## config.mk

```make
export PLATFORM = sky130hd
export DESIGN_NAME = pheap_root_flat
export DESIGN_NICKNAME = d
export VERILOG_FILES = /design/src/rtl/pheap_root_pkg.sv /design/src/rtl/pheap_root_if.sv /design/src/rtl/pheap_root.sv /design/src/flat_wrapper.sv
export SDC_FILE = /design/constraint.sdc
export NUM_CORES = 1
export LEC_CHECK = 0
export CORE_MARGIN = 1.5
export CORE_UTILIZATION = 49
export CTS_CLUSTER_SIZE = 20
export DETAILED_ROUTE_END_ITERATION = 10
export PLACE_DENSITY_LB_ADDON = 0.2
export SYNTH_ARGS = -nofsm -noshare
export SYNTH_HDL_FRONTEND = slang
export SYNTH_SLANG_ARGS = --single-unit
```

## constraint.sdc

```tcl
create_clock -name clk -period 3.05 [get_ports clk]
set_input_delay 0.305 -clock clk [delete_from_list [all_inputs] [get_ports clk]]
set_output_delay 0.305 -clock clk [all_outputs]
set_load 0.01 [all_outputs]
```

## src/rtl/pheap_root_pkg.sv

```systemverilog
// Shared types for the pipelined max-heap: opcodes, heap entries, root FSM
// states and the token passed between levels.
package pheapTypes;
  localparam int PH_LEVELS = 2;
  localparam int PH_WIDTH  = 32;

  typedef enum logic {LEQ = 1'b0, DEQ = 1'b1} opcode_t;

  typedef enum logic [1:0] {IDLE = 2'd0, ENQ_GAP = 2'd1, DEQ_WAIT = 2'd2} root_state_t;

  typedef struct packed {
    logic                 active;
    logic [PH_LEVELS:0]   capacity;
    logic [PH_WIDTH-1:0]  priorityValue;
  } entry_t;

  typedef struct packed {
    opcode_t              op;
    logic [PH_WIDTH-1:0]  value;
    logic                 pos;
  } token_t;
endpackage

```

## src/rtl/pheap_root_if.sv

```systemverilog
// Request/response bus of the heap root plus its token/promotion link to level 1.
interface pheap_root_if import pheapTypes::*; #(parameter int WIDTH = 32);
  logic             req_valid;
  opcode_t          req_op;
  logic [WIDTH-1:0] req_value;
  logic             req_ready;
  logic             resp_valid;
  logic [WIDTH-1:0] resp_value;
  logic             resp_err;
  logic             tok_valid;
  opcode_t          tok_op;
  logic [WIDTH-1:0] tok_value;
  logic             tok_pos;
  logic             up_valid;
  logic [WIDTH-1:0] up_value;
  logic             up_pos;

  // user / level-1 side
  modport master (
    output req_valid, req_op, req_value, up_valid, up_value, up_pos,
    input  req_ready, resp_valid, resp_value, resp_err, tok_valid, tok_op, tok_value, tok_pos
  );

  // root stage side
  modport slave (
    input  req_valid, req_op, req_value, up_valid, up_value, up_pos,
    output req_ready, resp_valid, resp_value, resp_err, tok_valid, tok_op, tok_value, tok_pos
  );
endinterface

```

## src/rtl/pheap_root.sv

```systemverilog
// Root (level-0) stage of the pipelined max-heap. Holds the maximum, tracks
// free space in the two level-1 subtrees and issues tokens downward.
module pheap_root import pheapTypes::*; #(
  parameter int LEVELS = 2,
  parameter int WIDTH  = 32
) (
  input  logic              clk,
  input  logic              rst,
  pheap_root_if.slave       bus,
  output logic [LEVELS+1:0] count,
  output logic              empty,
  output logic              full
);
  localparam int CW = LEVELS + 2;
  localparam logic [CW-1:0]     CAP  = {1'b0, {(LEVELS+1){1'b1}}};
  localparam logic [LEVELS-1:0] CCAP = {LEVELS{1'b1}};

  root_state_t      state_q, state_d;
  logic             root_act_q, root_act_d;
  logic             root_pend_q, root_pend_d;
  logic [WIDTH-1:0] root_val_q, root_val_d;
  logic [LEVELS-1:0] cap_l_q, cap_l_d, cap_r_q, cap_r_d;
  logic [CW-1:0]    count_q, count_d;
  logic             resp_valid_q, resp_valid_d, resp_err_q, resp_err_d;
  logic [WIDTH-1:0] resp_value_q, resp_value_d;
  logic             tok_valid_q, tok_valid_d, tok_pos_q, tok_pos_d;
  opcode_t          tok_op_q, tok_op_d;
  logic [WIDTH-1:0] tok_value_q, tok_value_d;
  logic             is_full, is_empty;

  assign is_full  = (count_q == CAP);
  assign is_empty = (count_q == '0);

  // Next-state: request handling in IDLE, bubble after enqueue, wait for promotion after dequeue
  always_comb begin
    state_d      = state_q;
    root_act_d   = root_act_q;
    root_pend_d  = root_pend_q;
    root_val_d   = root_val_q;
    cap_l_d      = cap_l_q;
    cap_r_d      = cap_r_q;
    count_d      = count_q;
    resp_valid_d = 1'b0;
    resp_err_d   = 1'b0;
    resp_value_d = resp_value_q;
    tok_valid_d  = 1'b0;
    tok_op_d     = tok_op_q;
    tok_value_d  = tok_value_q;
    tok_pos_d    = tok_pos_q;
    case (state_q)
      IDLE: if (bus.req_valid) begin
        if (bus.req_op == LEQ) begin
          if (is_full) begin
            resp_valid_d = 1'b1;
            resp_err_d   = 1'b1;
          end else if (!root_act_q) begin
            root_act_d = 1'b1;
            root_val_d = bus.req_value;
            count_d    = count_q + 1'b1;
          end else begin
            // larger value stays at the root, smaller one travels down
            if (bus.req_value > root_val_q) begin
              root_val_d  = bus.req_value;
              tok_value_d = root_val_q;
            end else begin
              tok_value_d = bus.req_value;
            end
            if (cap_l_q != '0) begin
              tok_pos_d = 1'b0;
              cap_l_d   = cap_l_q - 1'b1;
            end else begin
              tok_pos_d = 1'b1;
              cap_r_d   = cap_r_q - 1'b1;
            end
            tok_valid_d = 1'b1;
            tok_op_d    = LEQ;
            count_d     = count_q + 1'b1;
            state_d     = ENQ_GAP;
          end
        end else begin
          if (is_empty) begin
            resp_valid_d = 1'b1;
            resp_err_d   = 1'b1;
          end else begin
            resp_valid_d = 1'b1;
            resp_value_d = root_val_q;
            count_d      = count_q - 1'b1;
            if (count_q == CW'(1)) begin
              root_act_d = 1'b0;
            end else begin
              tok_valid_d = 1'b1;
              tok_op_d    = DEQ;
              tok_pos_d   = 1'b0;
              root_pend_d = 1'b1;
              state_d     = DEQ_WAIT;
            end
          end
        end
      end
      ENQ_GAP: state_d = IDLE;
      DEQ_WAIT: if (bus.up_valid) begin
        root_val_d  = bus.up_value;
        root_pend_d = 1'b0;
        if (bus.up_pos) cap_r_d = (cap_r_q == CCAP) ? cap_r_q : cap_r_q + 1'b1;
        else            cap_l_d = (cap_l_q == CCAP) ? cap_l_q : cap_l_q + 1'b1;
        state_d = IDLE;
      end
      default: state_d = IDLE;
    endcase
  end

  // State and output registers with synchronous reset
  always_ff @(posedge clk) begin
    if (rst) begin
      state_q      <= IDLE;
      root_act_q   <= 1'b0;
      root_pend_q  <= 1'b0;
      root_val_q   <= '0;
      cap_l_q      <= CCAP;
      cap_r_q      <= CCAP;
      count_q      <= '0;
      resp_valid_q <= 1'b0;
      resp_err_q   <= 1'b0;
      resp_value_q <= '0;
      tok_valid_q  <= 1'b0;
      tok_op_q     <= LEQ;
      tok_value_q  <= '0;
      tok_pos_q    <= 1'b0;
    end else begin
      state_q      <= state_d;
      root_act_q   <= root_act_d;
      root_pend_q  <= root_pend_d;
      root_val_q   <= root_val_d;
      cap_l_q      <= cap_l_d;
      cap_r_q      <= cap_r_d;
      count_q      <= count_d;
      resp_valid_q <= resp_valid_d;
      resp_err_q   <= resp_err_d;
      resp_value_q <= resp_value_d;
      tok_valid_q  <= tok_valid_d;
      tok_op_q     <= tok_op_d;
      tok_value_q  <= tok_value_d;
      tok_pos_q    <= tok_pos_d;
    end
  end

  assign bus.req_ready  = (state_q == IDLE);
  assign bus.resp_valid = resp_valid_q;
  assign bus.resp_value = resp_value_q;
  assign bus.resp_err   = resp_err_q;
  assign bus.tok_valid  = tok_valid_q;
  assign bus.tok_op     = tok_op_q;
  assign bus.tok_value  = tok_value_q;
  assign bus.tok_pos    = tok_pos_q;
  assign count          = count_q;
  assign empty          = is_empty;
  assign full           = is_full;
endmodule

```

## src/flat_wrapper.sv

```systemverilog
// flat-port wrapper written by rule: the top's interface ports become plain ports
module pheap_root_flat import pheapTypes::*;
#(
  parameter int LEVELS = 2,
  parameter int WIDTH  = 32
)
  (clk, rst, count, empty, full, bus_req_valid, bus_req_op, bus_req_value, bus_up_valid, bus_up_value, bus_up_pos, bus_req_ready, bus_resp_valid, bus_resp_value, bus_resp_err, bus_tok_valid, bus_tok_op, bus_tok_value, bus_tok_pos);
  pheap_root_if #(.WIDTH(WIDTH)) bus_i ();
  input  logic clk;
  input  logic rst;
  output logic [LEVELS+1:0] count;
  output logic empty;
  output logic full;
  input wire logic [$bits(bus_i.req_valid)-1:0] bus_req_valid;
  input wire logic [$bits(bus_i.req_op)-1:0] bus_req_op;
  input wire logic [$bits(bus_i.req_value)-1:0] bus_req_value;
  input wire logic [$bits(bus_i.up_valid)-1:0] bus_up_valid;
  input wire logic [$bits(bus_i.up_value)-1:0] bus_up_value;
  input wire logic [$bits(bus_i.up_pos)-1:0] bus_up_pos;
  output wire logic [$bits(bus_i.req_ready)-1:0] bus_req_ready;
  output wire logic [$bits(bus_i.resp_valid)-1:0] bus_resp_valid;
  output wire logic [$bits(bus_i.resp_value)-1:0] bus_resp_value;
  output wire logic [$bits(bus_i.resp_err)-1:0] bus_resp_err;
  output wire logic [$bits(bus_i.tok_valid)-1:0] bus_tok_valid;
  output wire logic [$bits(bus_i.tok_op)-1:0] bus_tok_op;
  output wire logic [$bits(bus_i.tok_value)-1:0] bus_tok_value;
  output wire logic [$bits(bus_i.tok_pos)-1:0] bus_tok_pos;
  assign bus_i.req_valid = bus_req_valid;
  assign bus_i.req_op = bus_req_op;
  assign bus_i.req_value = bus_req_value;
  assign bus_i.up_valid = bus_up_valid;
  assign bus_i.up_value = bus_up_value;
  assign bus_i.up_pos = bus_up_pos;
  assign bus_req_ready = bus_i.req_ready;
  assign bus_resp_valid = bus_i.resp_valid;
  assign bus_resp_value = bus_i.resp_value;
  assign bus_resp_err = bus_i.resp_err;
  assign bus_tok_valid = bus_i.tok_valid;
  assign bus_tok_op = bus_i.tok_op;
  assign bus_tok_value = bus_i.tok_value;
  assign bus_tok_pos = bus_i.tok_pos;
  pheap_root #(.LEVELS(LEVELS), .WIDTH(WIDTH)) u_core (.clk(clk), .rst(rst), .bus(bus_i), .count(count), .empty(empty), .full(full));
endmodule
```

==> Implementation_results.wiki, run 1 <==
{| class="wikitable"
! Metric !! Value
|-
| Final antenna diode count || 0
|-
| Switching Share || 0.2708
|-
| Crit. End Element || flop
|-
| Ranking of synthesized cells by area || dfxtp_1, nand2_1, ha_1, a21oi_1, mux2_2
|-
| Startpoint type of the worst setup path || input port
|-
| Area used by sequential logic in the layout || roughly 2200 um^2
|-
| Antenna violations before repair || 0
|-
| Drt via density || 5.635
|-
| Crit Path Class || input port to flop
|-
| Die Span X || around 110 um
|-
| Largest net degree at the start of global routing || 72
|-
| Hold Path Sink || u_core.bus.resp_value[21]
|-
| Top achievable clock speed || ~360 MHz
|-
| Number of cells traversed by the worst register-to-register path || 8
|-
| Worst endpoint data arrival time || 3.05 ns
|-
| Residual overflow from global routing || 0
|-
| Starting Density || 0.5006
|-
| Number of flops mapped to enable cells by yosys || 0
|-
| Critical-path maximum fanout || 32
|-
| Share of synthesized flip-flops with an asynchronous set or reset || 0
|-
| Part of the total power dissipated in sequential elements || 0.435
|-
| Internal portion of total power || approximately 2.6 mW
|-
| Post-layout min period || between 2 and 3 ns
|-
| Most frequent cells in the layout || nand2_1, clkdlybuf4s50_1, dfxtp_1
|-
| Result of the run || completed
|-
| Count of port buffers added during placement || roughly 150
|-
| Clock Skew || about 0.009 ns
|-
| Net switching power figure || between 0.9 and 1 mW
|-
| Total iterations of the first detailed-routing run || 5
|-
| Slowest Stage Delay on Critical Path || slightly below 0.7 ns
|-
| Half-perimeter wire length after placement || 11.56 mm
|-
| Routability congestion estimate || between 0.8 and 0.9
|-
| Die Height || 110.8 um
|-
| IO Pins || approximately 150
|-
| Syn Area/Cell || just under 8 um^2
|-
| Die ar. || about 12000 um^2
|-
| Most frequent standard cell in the layout excluding fill and tap cells || nand2_1
|-
| Clk slew on worst S/H paths || approximately 0.06 ns
|-
| Hold Crit Class || input port to flop
|-
| Setup slack at placement || -0.2558 ns
|-
| Number of flip-flops and latches in the synthesized netlist || 110
|-
| Cell breakdown of the critical path || clkdlybuf4s50_1 > ha_1 > nand4_1 > a2111oi_1 > o31a_2 > buf_4 > o21ai_0 > a311oi_1
|-
| Cell area after synthesis || around 5700 um^2
|-
| Maximum count of clock buffers along a single path || 2
|-
| Num rows || 39
|-
| Final design area excluding fillers || 7635 um^2
|-
| Slack of the worst reg-to-reg path || between 0.2 and 0.3 ns
|-
| Ratio of cells with drive above 1 in the final layout || 0.09206
|-
| Period utilisation layout || 0.9129
|-
| Leakage power || 2.815 nW
|-
| Max-cap viol count || 0
|-
| WHS Path Cells || 2
|-
| Number of H-tree branching levels || 3
|-
| Count of buffering cells on the critical path with inverters included || 2
|-
| Number of global-route vias before repair || 5625
|-
| CTS Buf Count || 9
|-
| FF-to-FF End || u_core.bus.tok_value[16]
|-
| Worst vdd ir || roughly 0.32 mV
|-
| Aggregate routed wire length || roughly 16 mm
|-
| Pin slew with the least headroom to its limit || 0.7284 ns
|-
| Synthesized Nets || ~840
|-
| Layout net count || 970
|-
| Global-route wire length before repair || 26.71 mm
|-
| Setup Viol. Count Final || 0
|-
| Syn-to-layout area delta || 34.14%
|-
| Number of design rule violations left after detail routing || 0
|-
| TritonCTS Sinks || 110
|-
| Detail Route Antenna Nets || 0
|-
| Hold Path Origin || rst
|-
| Worst r2r src || u_core.root_val_q[10]
|-
| Final WS setup || about 0.27 ns
|-
| Post-detailed-placement cell area || 7311 um^2
|-
| Total number of vias || approximately 5700
|-
| CTS tree || yes
|-
| Part of the total power dissipated in combinational logic || 0.204
|-
| Power density of the placed cells || roughly 470 nW/um^2
|-
| Register area share after synthesis || 0.3869
|-
| Dominant cell type by area after synthesis || dfxtp_1
|-
| Mean routed wirelength per cell || 16.09 um
|-
| Post-synthesis cell count || between 700 and 800
|-
| Proportion of power drawn by the clock network || 0.361
|-
| Area of the multi-input gates || 3136 um^2
|-
| Largest delay share family, worst path || compound AO/OA/AOI/OAI gates
|-
| Core area || roughly 11000 um^2
|-
| Count of endpoints failing hold in the final timing report || 0
|-
| Clock latency on the worst-skew pair || around 0.36 ns
|-
| Starting DRT DRC Count || approximately 430
|-
| Global-route usage over all layers || 0.2666
|-
| Yosys Warn Count || 0
|-
| Count of unique library cells instantiated by Yosys || 43
|-
| Top cell type's share of synthesized area || 0.3869
|-
| Main synth FF type || dfxtp_1
|-
| Fillcell total || between 900 and 1000
|-
| Max-slew headroom at the worst pin || 0.5144
|-
| Endpoint required time on the critical path || around 3.3 ns
|-
| Root Driver || clkbuf_16
|-
| Setup repair after global routing missed its margin || no
|-
| Count of final max-slew check failures || 0
|-
| Core occupancy in the finished layout || 0.6715
|-
| Slowest library cell on the worst path || a2111oi_1
|}
## cells in the mapped netlist, types with 7 or more instances
master,number
nor2_1,79
ha_1,35
nand3_1,35
mux2_2,29
o21ai_0,37
a311oi_1,32
nand2_1,146
a21oi_1,86
nand4_1,7
inv_1,35
clkbuf_1,46
dfxtp_1,110
## power groups by stage
stage	sequential, mW	combinational, mW	clock (mW)
2_1_floorplan	1.58	0.403	0
3_3_place_gp	1.58	0.698	0
3_5_place_dp	1.58	0.720	0
4_1_cts	1.55	0.727	1.30
5_1_grt	1.56	0.802	1.37
6_report	1.55	0.727	1.29
## routing by layer
metal	routed length [um]	up-vias	track usage
met3	1056	38	0.04538
met4	399	0	0.1137
li1	-	2781	-
met2	7987	220	0.4601
met5	0	-	0
met1	6836	2664	0.3276
## kinds of logic (layout without fill, tap and decap cells)
kind of cell / after synthesis / in the layout / share of synthesized area
compound gates: 176 / 176 / 0.1869
xor+xnor: 4 / 4 / 0.006155
fa+ha+maj: 35 / 35 / 0.07694
buf+inv: 92 / 222 / 0.06617
flops: 110 / 110 / 0.3869
mux: 32 / 32 / 0.06331
simple gates: 290 / 290 / 0.2137
## area by class of cell
type,count,share of cell area
well taps,143,0.02343
flip-flops and latches,110,0.2884
inverters,35,0.01721
multi-input cells,537,0.4107
clock buffers,11,0.03310
clock inverters,4,0.009177
repair buffers,172,0.2180
## registers in the layout (all words and copies together), names as in the netlist
signal / count
u_core.root_val_q: 32
u_core.state_q: 2
u_core.bus.tok_op: 1
u_core.bus.tok_valid: 1
u_core.bus.resp_value: 32
u_core.bus.resp_err: 1
u_core.root_act_q: 1
u_core.count: 4
u_core.bus.resp_valid: 1
u_core.bus.tok_pos: 1
u_core.bus.tok_value: 32
u_core.cap_l_q: 2
## stage by stage
stage / power (mW) / TNS [ns] / hold WS (ns) / instances
final: 3.564 / 0 / 0.4270 / 1012
after global routing: 3.730 / 0 / 0.4473 / 1012
after CTS: 3.577 / 0 / 0.4217 / 1012
after detailed placement: 2.302 / -9.544 / 0.4471 / 997
after global placement: 2.278 / -3.678 / 0.4434 / 997
after floorplan: 1.988 / 0 / 0.4414 / 739
## worst reg2reg max path, stage by stage (launching register included)
cell and delay (ns):
dfxtp_1 0.37, inv_1 0.08, ha_1 0.29, nand4_1 0.20
a2111oi_1 0.69, o31a_2 0.26, buf_4 0.35, o21ai_0 0.19
a311oi_1 0.27
## worst max-delay path by stage
| stage | start | to | slack [ns] | depth (start not counted) |
|---|---|---|---|---|
| floorplan | u_core.root_val_q[7] | u_core.root_val_q[10] | 0.65 | 9 |
| finish | bus_req_value[11] | u_core.bus.tok_value[16] | 0.27 | 8 |
| CTS | bus_req_value[1] | u_core.bus.tok_value[16] | 0.1 | 9 |
| detailed placement | bus_req_value[11] | u_core.bus.tok_value[16] | -0.26 | 8 |
| global route | bus_req_value[1] | u_core.bus.tok_value[26] | 0.006 | 9 |
| global placement | bus_req_value[11] | u_core.bus.tok_value[26] | -0.11 | 8 |
## timing repair
action	in CTS	in global routing
buffers inserted	0	0
setup endpoints to repair	0	35
hold buffers	0	0
endpoints found under the hold margin	0	0
gates resized for setup	0	1
No activity file was read; power rests on OpenSTA's default activity.
==> run 2, diff against run 1 <==
- ABC_AREA: not set -> 1
- CORE_UTILIZATION: 49 -> 50
==> run 2 against run 1 <==
  * Critical path depth up 6
  * Via count down 0.79%
  * Global-route usage decreased by 2.6 points
  * Final cell count up 15%
  * First-iteration DRC count is 39% lower
  * Clock-buffer cell count increased by 1
  * Area after synthesis grew 1.2%
  * Critical path type unchanged
  * Largest cell class unchanged
==> Implementation_results.wiki, run 2 <==
{| class="wikitable"
! Metric !! Value
|-
| Result of the run || completed
|-
| Startpoint type of the worst setup path || input port
|-
| Count of port buffers added during placement || 145 (unchanged)
|-
| Endpoint required time on the critical path || 3.29 ns (-0.02 ns)
|-
| Detail Route Antenna Nets || 0 (unchanged)
|-
| Crit Path Class || input port to flop
|-
| Core area || 11320 um^2 (-0.43%)
|-
| Global-route wire length before repair || 23.09 mm (-14%)
|-
| Worst r2r src || u_core.root_val_q[31]
|-
| Maximum count of clock buffers along a single path || 2 (unchanged)
|-
| Pin slew with the least headroom to its limit || 0.4614 ns (-0.2670 ns)
|-
| Aggregate routed wire length || 14.14 mm (-13%)
|-
| Setup Viol. Count Final || 0 (unchanged)
|-
| Routability congestion estimate || 0.7988 (-6.3%)
|-
| Post-layout min period || 2.316 ns (-0.4683 ns)
|-
| CTS tree || yes
|-
| Part of the total power dissipated in sequential elements || 0.441 (+0.006)
|-
| Slowest Stage Delay on Critical Path || 0.46 ns (-0.23 ns)
|-
| Cell breakdown of the critical path || clkdlybuf4s50_1 > ha_1 > nand2_1 > nor2_1 > nand2_1 > nor4_2 > nand2_1 > nand2_2 > nand2_2 > nand2_4 > buf_12 > nand2_1 > nand2_1 > nor2_1
|-
| Count of unique library cells instantiated by Yosys || 29 (-33%)
|-
| Setup_tns || 0 ns (unchanged)
|-
| Slack of the worst reg-to-reg path || 0.80 ns (+0.53 ns)
|-
| Top achievable clock speed || 431.8 MHz (+20%)
|-
| Post-synthesis cell count || 888 (+20%)
|-
| Number of H-tree branching levels || 3 (unchanged)
|-
| Count of buffering cells on the critical path with inverters included || 2 (unchanged)
|-
| Number of design rule violations left after detail routing || 0 (unchanged)
|-
| Number of global-route vias before repair || 5068 (-9.9%)
|-
| Number of hold buffers added after CTS || 0 (unchanged)
|-
| Ratio of cells with drive above 1 in the final layout || 0.03736 (-0.05470)
|-
| Library cell with the highest instance count after synthesis || nand2_1
|-
| Fillcell total || 1071 (+10%)
|-
| Starting DRT DRC Count || 262 (-39%)
|-
| Count of endpoints failing hold in the final timing report || 0 (unchanged)
|-
| Total iterations of the first detailed-routing run || 5 (unchanged)
|-
| Final design area excluding fillers || 7555 um^2 (-1.0%)
|-
| Top cell type's share of synthesized area || 0.3823 (-0.004622)
|-
| CTS Buf Count || 9 (unchanged)
|-
| Area of the multi-input gates || 3007 um^2 (-4.1%)
|-
| FF-to-FF End || u_core.root_val_q[20]
|-
| Dominant cell type by area after synthesis || dfxtp_1
|-
| Die ar. || 12170 um^2 (-0.79%)
|-
| Synthesized Nets || 993 (+18%)
|-
| Main synth FF type || dfxtp_1
|-
| Residual overflow from global routing || 0 (unchanged)
|-
| Slowest library cell on the worst path || clkdlybuf4s50_1
|-
| Most common library cells after synthesis || nand2_1, nor2_1, dfxtp_1
|-
| Cell area after synthesis || 5761 um^2 (+1.2%)
|-
| Worst vdd ir || 0.2626 mV (-19%)
|-
| Net switching power figure || 1.095 mW (+14%)
|-
| Proportion of power drawn by the clock network || 0.298 (-0.063)
|-
| Largest delay share family, worst path || simple AND/OR/NAND/NOR gates
|-
| Leakage power || 3.594 nW (+28%)
|-
| Mean routed wirelength per cell || 12.19 um (-24%)
|-
| Dominant cell type by count on the critical path || nand2_1
|-
| Final Hold Slack || 0.4004 ns (-0.02663 ns)
|-
| Syn Area/Cell || 6.487 um^2 (-16%)
|-
| Most frequent cells in the layout || nand2_1, nor2_1, clkdlybuf4s50_1
|-
| Setup repair after global routing missed its margin || no
|-
| Register area share after synthesis || 0.3823 (-0.004622)
|-
| Clock Skew || 0.008724 ns (-0.0002471 ns)
|-
| Global-route usage over all layers || 0.2404 (-0.02623)
|-
| Period utilisation layout || 0.7593 (-0.1536)
|-
| Number of flops mapped to enable cells by yosys || 0 (unchanged)
|-
| Final antenna diode count || 0 (unchanged)
|-
| Critical-path maximum fanout || 34 (+6.3%)
|-
| Ranking of synthesized cells by area || dfxtp_1, nand2_1, nor2_1, ha_1, inv_1
|-
| Post-detailed-placement cell area || 7287 um^2 (-0.33%)
|-
| Die Span X || 110.3 um (-0.40%)
|-
| Total number of vias || 5658 (-0.79%)
|-
| Drt via density || 4.878 (-13%)
|-
| Starting Density || 0.5088 (+0.008236)
|-
| Number of cells traversed by the worst register-to-register path || 14 (+6)
|-
| Yosys Warn Count || 0 (unchanged)
|-
| Hold Crit Class || input port to flop
|-
| Antenna violations before repair || 0 (unchanged)
|-
| Power density of the placed cells || 481.0 nW/um^2 (+3.0%)
|-
| Clk slew on worst S/H paths || 0.07 ns (about the same)
|-
| Crit path depth || 14 (+6)
|-
| Switching Share || 0.3014 (+0.03065)
|-
| Num rows || 39 (unchanged)
|-
| Number of flip-flops and latches in the synthesized netlist || 110 (unchanged)
|-
| Root Driver || clkbuf_16
|-
| Max-cap viol count || 0 (unchanged)
|-
| Clock latency on the worst-skew pair || 0.34 ns (-0.02 ns)
|-
| Part of the total power dissipated in combinational logic || 0.260 (+0.056)
|-
| Count of final max-slew check failures || 0 (unchanged)
|-
| Most frequent standard cell in the layout excluding fill and tap cells || nand2_1
|-
| Largest net degree at the start of global routing || 65 (-9.7%)
|-
| Core occupancy in the finished layout || 0.6673 (-0.004179)
|-
| Post-layout total power || 3.634 mW (+2.0%)
|-
| Half-perimeter wire length after placement || 9.764 mm (-16%)
|-
| Internal portion of total power || 2.539 mW (-2.3%)
|-
| End point of the critical path || u_core.root_val_q[20]
|-
| Count of instances resized after the clock tree is built || 0 (unchanged)
|-
| Setup Buffers After CTS || 0 (unchanged)
|-
| Area used by sequential logic in the layout || 2202 um^2 (unchanged)
|-
| TritonCTS Sinks || 110 (unchanged)
|-
| Layout net count || 1118 (+15%)
|-
| Die Height || 110.3 um (-0.40%)
|-
| Worst endpoint data arrival time || 2.56 ns (-0.49 ns)
|-
| Share of synthesized flip-flops with an asynchronous set or reset || 0 (unchanged)
|-
| Syn-to-layout area delta || 31.15%
|-
| IO Pins || 146 (unchanged)
|-
| CP Launch Point || bus_req_value[31]
|-
| Max-slew headroom at the worst pin || 0.6924 (+0.1780)
|-
| Crit. End Element || flop
|}
[run 2: layout make-up]
cell class,instances,share of cell area
well taps,143,0.02368
inverters,90,0.04472
clock buffers,12,0.03263
repair buffers,157,0.2067
flip-flops and latches,110,0.2915
clock inverters,3,0.002816
multi-input cells,645,0.3980
[run 2: kinds of logic (layout without fill, tap and decap cells)]
group / Yosys count / count (layout) / share of synthesized area
compound gates: 138 / 138 / 0.1238
simple gates: 469 / 469 / 0.3141
xor+xnor: 3 / 3 / 0.004562
fa+ha+maj: 35 / 35 / 0.07602
flops: 110 / 110 / 0.3823
buf+inv: 133 / 262 / 0.09926
[run 2: layer usage]
metal  track usage  wire, um  up-vias
li1              -         -     2998
met3       0.04056       868       14
met2        0.4092      6524      157
met5             0         0        -
met1        0.3071      6533     2489
met4       0.08242       211        0
[run 2: worst min-delay path by stage]
| stage | start | to | slack, ns | cells past startpoint |
|---|---|---|---|---|
| global route | rst | u_core.root_val_q[29] | 0.42 | 4 |
| detailed placement | u_core.count[3] | u_core.count[3] | 0.48 | 1 |
| floorplan | bus_req_op | u_core.state_q[1] | 0.45 | 2 |
| finish | rst | u_core.root_val_q[15] | 0.40 | 4 |
| CTS | rst | u_core.root_val_q[14] | 0.40 | 4 |
| global placement | u_core.bus.tok_pos | u_core.bus.tok_pos | 0.47 | 2 |
[run 2: worst register-to-register path, stage by stage (launching register included)]
cell     delay (ns)
dfxtp_1        0.31
inv_1          0.07
ha_1           0.30
nand2_1        0.07
nor2_1         0.13
nand2_1        0.12
nor4_2         0.24
nand2_1        0.11
nand2_2        0.11
nand2_2        0.06
nand2_4        0.22
buf_12         0.23
nand2_1        0.08
nand2_1        0.07
nor2_1         0.04
[run 2: power by group through the flow]
stage	combinational, mW	clock, mW	sequential, mW
after floorplan	0.562	0	1.66
after global routing	1.08	1.17	1.62
after CTS	0.952	1.10	1.60
after detailed placement	0.942	0	1.64
after global placement	0.929	0	1.63
final	0.946	1.08	1.60
[run 2: through the flow]
step,worst slack (ns),std cells
6_report,0.7340,1160
2_1_floorplan,1.171,888
4_1_cts,0.6963,1160
3_5_place_dp,0.3591,1145
3_3_place_gp,0.4230,1145
5_1_grt,0.4852,1160
==> patch, RTL diff (config.mk and constraints of run 1) <==
Re-encode `root_state_t` (3 states) as one-hot, 3 bits wide.
--- a/src/rtl/pheap_root_pkg.sv
+++ b/src/rtl/pheap_root_pkg.sv
@@ -7,5 +7,5 @@
   typedef enum logic {LEQ = 1'b0, DEQ = 1'b1} opcode_t;
 
-  typedef enum logic [1:0] {IDLE = 2'd0, ENQ_GAP = 2'd1, DEQ_WAIT = 2'd2} root_state_t;
+  typedef enum logic [2:0] {IDLE = 3'b001, ENQ_GAP = 3'b010, DEQ_WAIT = 3'b100} root_state_t;
 
   typedef struct packed {
Check against the original RTL: no difference found for any inputs over 4 cycles, from zero or initial values and one cycle with rst high; so few cycles prove little.
==> patch against run 1 <==
  * Worst setup slack improved by 0.15 ns
  * Final area fell by 2.9%
  * Sequential cell count increased by 1
  * Total power rose by 19%
  * Wire length down 12%
  * Non-clock buffer count fell by 17
  * Area after synthesis fell by 2.8%
  * Critical path depth is 2 higher
  * Critical path type unchanged
  * Critical endpoint is now u_core.bus.tok_value[23]
==> patch: results (changes against run 1) <==
- Status: finished, final reports clean
- Later-pin clock latency in the skew report: roughly 0.35 ns
- RePlAce Congestion: 0.833 (-2.3%)
- Number of H-tree levels: 3 (unchanged)
- Arrival @ worst endpoint: 2.88 ns (-0.17 ns)
- Post-Route WL: 14300 um (-12%)
- Proportion of layout cells with a drive suffix above 1: 5.15% (-4.1 points)
- Total track usage: 24.3% (-2.3 points)
- Part of the Yosys area used for sequential elements: 40.2% (+1.5 points)
- Detailed router's first-iteration violation count: 190 (-56%)
- Clock edge transition at the registers on the reported setup and hold paths: 0.07 ns
- Worst stage delay on the critical path: 0.58 ns (-0.11 ns)
- Crit-path max FO: 15 (-53%)
- Pin count of the biggest net entering global routing: 112 (+56%)
- Least-Margin Pin Slew: 1.15 ns (+0.424 ns)
- Slowest cell on crit path: o41ai_2
- Netlist cell types: 44 (+2.3%)
- Type of the most critical hold path: register to register
- Cell types occupying the most area after synthesis: dfxtp_1 40%, mux2i_1 12%, a211oi_1 9.1%, ha_1 7.9%, nor2_1 5.6%
- Worst supply voltage drop on vdd: 0.000460 V (+42%)
- Synth Area in Adders: 7.91% (+0.22 points)
- Post-CTS resize count: 0 (unchanged)
- Multiplexer fraction of the synthesized cell area: 11.6% (+5.2 points)
- Fraction of the mapped netlist area in compound gates: 17.5% (-1.2 points)
- Detailed-route via count: 4952 (-13%)
- Number of nets produced by synthesis: 731 (-13%)
- Number of buffers on the longest clock path: 2 (unchanged)
- Fraction of met2 tracks used by global routing: 40.0% (-6.1 points)
- Placed Instance Area: 7110 sq um (-2.8%)
- Fin area: 7410 sq um (-2.9%)
- Synth Warn #: 0 (unchanged)
- Most frequent cells after synthesis: 111 x dfxtp_1, 82 x nor2_1, 75 x nand2_1
- Count of filler cells inserted in the layout: 909 (-6.6%)
- Via count of the first global-routing pass: 4681 (-17%)
- Internal power: 2.92 mW (+12%)
- Number of nets in the finished design: 857 (-12%)
- Total inserted antenna cells: 0 (unchanged)
- Met3 layer usage reported by global route: 4.78% (+0.24 points)
- Clk Tree Root Cell: clkbuf_16
- Global-route wire length before repair: 22500 um (-16%)
- Fin Clk Skew: 0.00903 ns (+0.0000579 ns)
- Cell leakage power: 2.68 nW (-4.8%)
- M1 GR Usage: 32.0% (-0.77 points)
- Final HPWL from detailed placement: 10200 um (-12%)
- Post-CTS setup buffers: 0 (unchanged)
- DRT Pass-1 Iters: 4 (-1)
- Share of the synthesized netlist area taken by xor and xnor gates: 0.791% (+0.18 points)
==> patch: worst paths after layout <==
check,start,end,slack (ns),depth (start not counted)
setup / recovery,bus_req_value[1],u_core.bus.tok_value[23],0.42,10
hold / removal,u_core.bus.resp_value[1],u_core.bus.resp_value[1],0.46,2
setup reg to reg,u_core.root_val_q[1],u_core.bus.tok_value[23],0.44,10
hold reg to reg,u_core.bus.resp_value[1],u_core.bus.resp_value[1],0.46,2
==> patch: cell type report <==
cell class                      instances  share of cell area [%]
Clock buffer                           12                    3.19
Clock inverter                          4                   0.945
Inverter                               36                    1.82
Multi-Input combinational cell        439                    40.3
Sequential cell                       111                    30.0
Tap cell                              140                    2.36
Timing Repair Buffer                  155                    21.4
==> patch: routing by layer <==
metal	vias to the layer above	routed length, um
met2	163	6870
met1	2312	6430
li1	2460	-
met4	0	197
met5	-	0
met3	17	767
==> patch: cell families (layout without fill, tap and decap cells) <==
logic type               after synthesis  count (layout)
XOR/XNOR                               5               5
flip-flops                           111             111
adder cells (fa/ha/maj)               35              35
AND/OR/NAND/NOR                      195             195
buffers and inverters                 76             207
multiplexers                          64              64
AO/OA/AOI/OAI                        140             140
==> patch: stage by stage <==
| step | setup slack, ns | instances | power [mW] |
|---|---|---|---|
| after global routing | 0.284 | 897 | 4.47 |
| after global placement | 0.176 | 881 | 2.98 |
| after floorplan | 0.707 | 626 | 2.58 |
| after CTS | 0.402 | 897 | 4.27 |
| final | 0.417 | 897 | 4.24 |
| after detailed placement | 0.0422 | 881 | 3.03 |
==> patch: power by group through the flow <==
stage	Combinational [mW]	Sequential, mW	Clock, mW
finish	1.27	1.73	1.24
floorplan	0.832	1.75	0
CTS	1.28	1.73	1.26
global placement	1.22	1.76	0
detailed placement	1.26	1.76	0
global route	1.40	1.75	1.31
==> patch: critical path, delay by kind of cell <==
family,cells,cell delay [ns]
AOI/OAI and AO/OA,5,1.29
buffers and inverters,2,0.65
adders and majority gates,1,0.34
and+or+nand+nor,1,0.15
muxes,1,0.13
